File: config.mk
export PLATFORM = sky130hd
export DESIGN_NAME = uart_rx_byte
export DESIGN_NICKNAME = d
export VERILOG_FILES = /design/src/rtl/uart_rx_byte.sv
export SDC_FILE = /design/constraint.sdc
export NUM_CORES = 1
export LEC_CHECK = 0
export CELL_PAD_IN_SITES_DETAIL_PLACEMENT = 2
export CELL_PAD_IN_SITES_GLOBAL_PLACEMENT = 2
export CORE_ASPECT_RATIO = 1.1
export CORE_MARGIN = 2
export CORE_UTILIZATION = 43
export CTS_BUF_LIST = sky130_fd_sc_hd__clkbuf_8
export CTS_CLUSTER_DIAMETER = 200
export DETAILED_ROUTE_END_ITERATION = 7
export PLACE_DENSITY_LB_ADDON = 0.1
export SKIP_LAST_GASP = 1
export SYNTH_ARGS = -nofsm -noshare
export SYNTH_HDL_FRONTEND = slang
export SYNTH_SLANG_ARGS = --single-unit
File: constraint.sdc
create_clock -name clk -period 2.88 [get_ports clk]
set_input_delay 0.576 -clock clk [delete_from_list [all_inputs] [get_ports clk]]
set_output_delay 0.576 -clock clk [all_outputs]
set_load 0.05 [all_outputs]
File: src/rtl/uart_rx_byte.sv
// uart_rx_byte: 8N1 UART receiver for one rx pin.
// The rx pin passes through a 2-FF synchronizer. Each bit is sampled mid-bit by a
// clk_cnt bit timer. A good byte is presented on rx_data with a one-cycle
// rx_data_rdy strobe.
// Optional feature macro: UART_RX_PARITY_EN. When it is defined, the frame is 8E1
// and parity_err reports a parity mismatch. When it is undefined, the frame is 8N1
// and parity_err is tied to 0.
// Handshake: rx_data_rdy, frame_err and parity_err are valid-only strobes with no
// ready. Each is high for exactly one cycle. They are mutually exclusive. rx_data
// is already updated in the same cycle as rx_data_rdy. A consumer that misses a
// strobe loses that byte.
module uart_rx_byte #(
    parameter int CLK_FREQ = 100_000_000,
    parameter int BAUD     = 9600
) (
    input  logic       clk,
    input  logic       rst,
    input  logic       rx,
    output logic [7:0] rx_data,
    output logic       rx_data_rdy,
    output logic       frame_err,
    output logic       parity_err,
    output logic       busy,
    output logic [2:0] state_dbg
);

    localparam int CLKS_PER_BIT = CLK_FREQ / BAUD;
    localparam int CNT_W        = $clog2(CLKS_PER_BIT);
    localparam logic [CNT_W-1:0] CNT_LAST = CNT_W'(CLKS_PER_BIT - 1);
    localparam logic [CNT_W-1:0] CNT_HALF = CNT_W'(CLKS_PER_BIT / 2 - 1);

    typedef enum logic [2:0] {
        S_IDLE    = 3'd0,
        S_START   = 3'd1,
        S_DATA    = 3'd2,
`ifdef UART_RX_PARITY_EN
        S_PARITY  = 3'd3,
`endif
        S_STOP    = 3'd4,
        S_WAIT_HI = 3'd5
    } state_t;

    state_t           state, state_next;
    logic             rx_meta, rx_s;
    logic [CNT_W-1:0] clk_cnt;
    logic [2:0]       bit_idx;
    logic [7:0]       shift_reg;
    logic             cnt_last;
    logic             cnt_clr;
    logic             shift_en;
    logic             done_ok;
    logic             done_ferr;
`ifdef UART_RX_PARITY_EN
    logic             parity_bit;
    logic             par_en;
    logic             par_bad;
    logic             done_perr;
`endif

    assign cnt_last  = (clk_cnt == CNT_LAST);
    assign busy      = (state != S_IDLE);
    assign state_dbg = state;
`ifdef UART_RX_PARITY_EN
    // Even parity: data bits and parity bit together must XOR to 0.
    assign par_bad = ^{shift_reg, parity_bit};
`endif

    // Two-flop synchronizer. It resets to the idle-high line level.
    always_ff @(posedge clk or negedge rst) begin
        if (!rst) begin
            rx_meta <= 1'b1;
            rx_s    <= 1'b1;
        end else begin
            rx_meta <= rx;
            rx_s    <= rx_meta;
        end
    end

    // FSM state register.
    always_ff @(posedge clk or negedge rst) begin
        if (!rst) state <= S_IDLE;
        else      state <= state_next;
    end

    // Next-state logic and the per-cycle datapath controls.
    always_comb begin
        state_next = state;
        cnt_clr    = 1'b0;
        shift_en   = 1'b0;
        done_ok    = 1'b0;
        done_ferr  = 1'b0;
`ifdef UART_RX_PARITY_EN
        par_en     = 1'b0;
        done_perr  = 1'b0;
`endif
        case (state)
            S_IDLE: begin
                cnt_clr = 1'b1;
                if (!rx_s) state_next = S_START;
            end
            S_START: begin
                // Check the middle of the start bit. A high line here means a glitch.
                if (clk_cnt == CNT_HALF) begin
                    if (rx_s) begin
                        state_next = S_IDLE;
                    end else begin
                        cnt_clr    = 1'b1;
                        state_next = S_DATA;
                    end
                end
            end
            S_DATA: begin
                if (cnt_last) begin
                    shift_en = 1'b1;
`ifdef UART_RX_PARITY_EN
                    if (bit_idx == 3'd7) state_next = S_PARITY;
`else
                    if (bit_idx == 3'd7) state_next = S_STOP;
`endif
                end
            end
`ifdef UART_RX_PARITY_EN
            S_PARITY: begin
                if (cnt_last) begin
                    par_en     = 1'b1;
                    state_next = S_STOP;
                end
            end
`endif
            S_STOP: begin
                // Leave at mid stop bit so an immediate next start edge is caught.
                if (cnt_last) begin
                    if (!rx_s) begin
                        done_ferr  = 1'b1;
                        state_next = S_WAIT_HI;
`ifdef UART_RX_PARITY_EN
                    end else if (par_bad) begin
                        done_perr  = 1'b1;
                        state_next = S_IDLE;
`endif
                    end else begin
                        done_ok    = 1'b1;
                        state_next = S_IDLE;
                    end
                end
            end
            S_WAIT_HI: begin
                // After a low stop bit, wait for the line to return high before rearming.
                cnt_clr = 1'b1;
                if (rx_s) state_next = S_IDLE;
            end
            default: state_next = S_IDLE;
        endcase
    end

    // Bit timer, bit index, shift register and the registered output strobes.
    always_ff @(posedge clk or negedge rst) begin
        if (!rst) begin
            clk_cnt     <= '0;
            bit_idx     <= 3'd0;
            shift_reg   <= 8'h00;
            rx_data     <= 8'h00;
            rx_data_rdy <= 1'b0;
            frame_err   <= 1'b0;
        end else begin
            clk_cnt <= (cnt_clr || cnt_last) ? '0 : clk_cnt + 1'b1;
            if (state == S_IDLE)  bit_idx <= 3'd0;
            else if (shift_en)    bit_idx <= bit_idx + 3'd1;
            if (shift_en) shift_reg <= {rx_s, shift_reg[7:1]};
            if (done_ok)  rx_data   <= shift_reg;
            rx_data_rdy <= done_ok;
            frame_err   <= done_ferr;
        end
    end

`ifdef UART_RX_PARITY_EN
    // Parity bit capture and the parity error strobe.
    always_ff @(posedge clk or negedge rst) begin
        if (!rst) begin
            parity_bit <= 1'b0;
            parity_err <= 1'b0;
        end else begin
            if (par_en) parity_bit <= rx_s;
            parity_err <= done_perr;
        end
    end
`else
    assign parity_err = 1'b0;
`endif

endmodule
==> results_dict.tcl <==
set metrics [dict create \
    p_per_area_mw_per_mm2 557 \
    grt_overflow 0 \
    synth_nets 160 \
    clkSinkCount 40 \
    seqPwrFrac 0.463 \
    yosys_warnings 0 \
    ys_seq_area_frac 0.545 \
    die_y_um 72.6 \
    critPathCaptureType "output port" \
    rsz0062_at_grt "no" \
    multi_input_area_um2 781 \
    route.detailed.drc 0 \
    ir_drop_v 0.000419 \
    cts_tree "built" \
    gp_congestion 0.760 \
    ant_nets 0 \
    critPathLaunchType "flip-flop" \
    initial_utilization 0.454 \
    maxSlewViolCount 0 \
    ctsLongestPathBuffers 2 \
    grt_pass1_vias 1402 \
    drt_wl_total_um 4330 \
    fin_nets 179 \
    cap_violations 0 \
    ys_ff_latch 40 \
    largest_register_ffs 14 \
    yosysMostFrequentCell "dfrtp_1" \
    num-fill-cells 418 \
    cts_resized 0 \
    crit_fanout 7 \
    grt.busiest_layer "met2" \
    gr-usage-met3 0.0556 \
    switching_share 0.182 \
    cp.required_ns 2.30 \
    holdCritPathClass "reg2reg" \
    fin_crit_sh 0.893 \
    die_w_um 66.4 \
    holdBufCountCts 0 \
    drive_gt1_frac 0.218 \
    ff2ff_path_depth 5 \
    grtUsageTotal 0.209 \
    final.setup.tns_ns 0 \
    cp_data_arrival_time_ns 2.00 \
    final-seq-area_mm2 0.00100 \
    via_per_inst 5.41 \
    syn_inst 154 \
    synth_area_mm2 0.00184 \
    setup_slack_ns 0.307 \
    hold_violations 0 \
    place.detailed.hpwl_um 2870 \
    synth_top_area_cell "dfrtp_1" \
    die-area_mm2 0.00482 \
    avgSynthCellArea_um2 12.0 \
    worst_slew_pin_slew_ns 0.888 \
    fin_worst_skew_ns 0.00858 \
    ys.flop_type "dfrtp_1" \
    synthTopCellsByArea "dfrtp_1, mux2_4, mux2_2" \
    combPwrFrac 0.014 \
    synth_commonest_cells "dfrtp_1, nor2_1, xnor2_1, mux2_2" \
    p_clk_frac 0.523 \
    met2_usage 0.357 \
    async_flop_share 1.00 \
    worstSetupPathType "reg2out" \
    grtUsageMet1 0.257 \
    outcome "finished clean" \
    post_cts_buffers 0 \
    dp_slack_ns 0.649 \
    grt_pass1_wl_um 7330 \
    rows 24 \
    dr.pass1.iters 4 \
    cts_buffers 5 \
    grt_max_degree 41 \
    dr.first_iter.drc_count 27 \
    ctsRootBufferMaster "clkbuf_8" \
    synth_top_cell_area_share 0.516 \
    coreArea_mm2 0.00405 \
    antenna_found_initial 0 \
    internal_power_mw 1.00 \
    holdPathStages 0 \
    htreeDepth 2 \
    min_period_ns 2.57 \
    num_vias 1223 \
    p_leak_nw 1.02 \
    clock.fmax_mhz 389 \
    synth_cell_types 37 \
    synth_edf_count 0 \
    setup_viol 0 \
    worstSkewPairLatency_ns 0.30 \
    p_switching_uw 222 \
    n_antenna_cell 0 \
    clkTransAtPathRegs_ns 0.08 \
    placement.io_buffers 16 \
    post_drt_wl_per_cell_um 19.1 \
    slew_headroom 0.408 \
    io_pins 18 \
    syn_to_final_growth_pct 19.1 \
]
power groups by stage:
stage	logic (mW)	registers, mW	clock network (mW)
2_1_floorplan	0.00586	0.576	0
3_3_place_gp	0.0178	0.576	0
3_5_place_dp	0.0184	0.577	0
4_1_cts	0.0185	0.565	0.658
5_1_grt	0.0201	0.566	0.678
6_report	0.0174	0.565	0.639
cells in the final DEF, fill, tap and decap left out, types with 4 or more instances in the layout:
master / Yosys / layout
dfrtp_1: 38 / 38
nor2_1: 21 / 21
clkdlybuf4s50_1: 0 / 15
xnor2_1: 10 / 10
mux2_2: 9 / 9
inv_1: 8 / 8
mux2_4: 8 / 8
nor3_1: 6 / 6
nand2_1: 6 / 6
clkbuf_8: 0 / 5
nand3_1: 4 / 4
nor4_1: 4 / 4
critical path, cell delays in order, from the launching register on:
cell,delay [ns]
dfrtp_1,0.48
nor3_1,0.36
inv_1,0.14
clkdlybuf4s50_1,0.72
logic make-up after synthesis:
kind of cell | share of synthesized area
AO/OA/AOI/OAI | 0.0414
XOR/XNOR | 0.0618
adder cells (fa/ha/maj) | 0.0204
buffers and inverters | 0.0312
flip-flops | 0.545
multiplexers | 0.120
other | 0.00204
AND/OR/NAND/NOR | 0.178
path summary, 6_finish.rpt:
path	end	start	slack, ns
min in group asynchronous	state_dbg[0]	rst	0.40
hold / removal	rx_s	rx_meta	0.36
setup reg to reg	clk_cnt[2]	clk_cnt[0]	0.72
setup / recovery	busy	state_dbg[2]	0.31
hold reg to reg	rx_s	rx_meta	0.36
max in group asynchronous	clk_cnt[4]	rst	1.93
through the flow:
step	area (µm²)	power, mW	hold slack (ns)	cells	utilization
floorplan	1840	0.582	0.280	154	-
global placement	2030	0.594	0.346	218	0.502
detailed placement	2030	0.595	0.352	218	0.502
CTS	2190	1.24	0.364	226	0.541
global route	2190	1.26	0.369	226	0.541
finish	2190	1.22	0.363	226	0.541
cell type report:
cell class / instances / share of cell area
Sequential cell: 40 / 0.458
Multi-Input combinational cell: 102 / 0.356
Timing Repair Buffer: 16 / 0.0707
Clock inverter: 3 / 0.0411
Clock buffer: 5 / 0.0314
Tap cell: 52 / 0.0297
Inverter: 8 / 0.0137
layer usage:
metal  vias up  part of all wire
met1       638              0.44
li1        564                 -
met2        15              0.52
met3         6             0.023
met5         -                 0
met4         0             0.016
(Power assumes the default switching activity.)
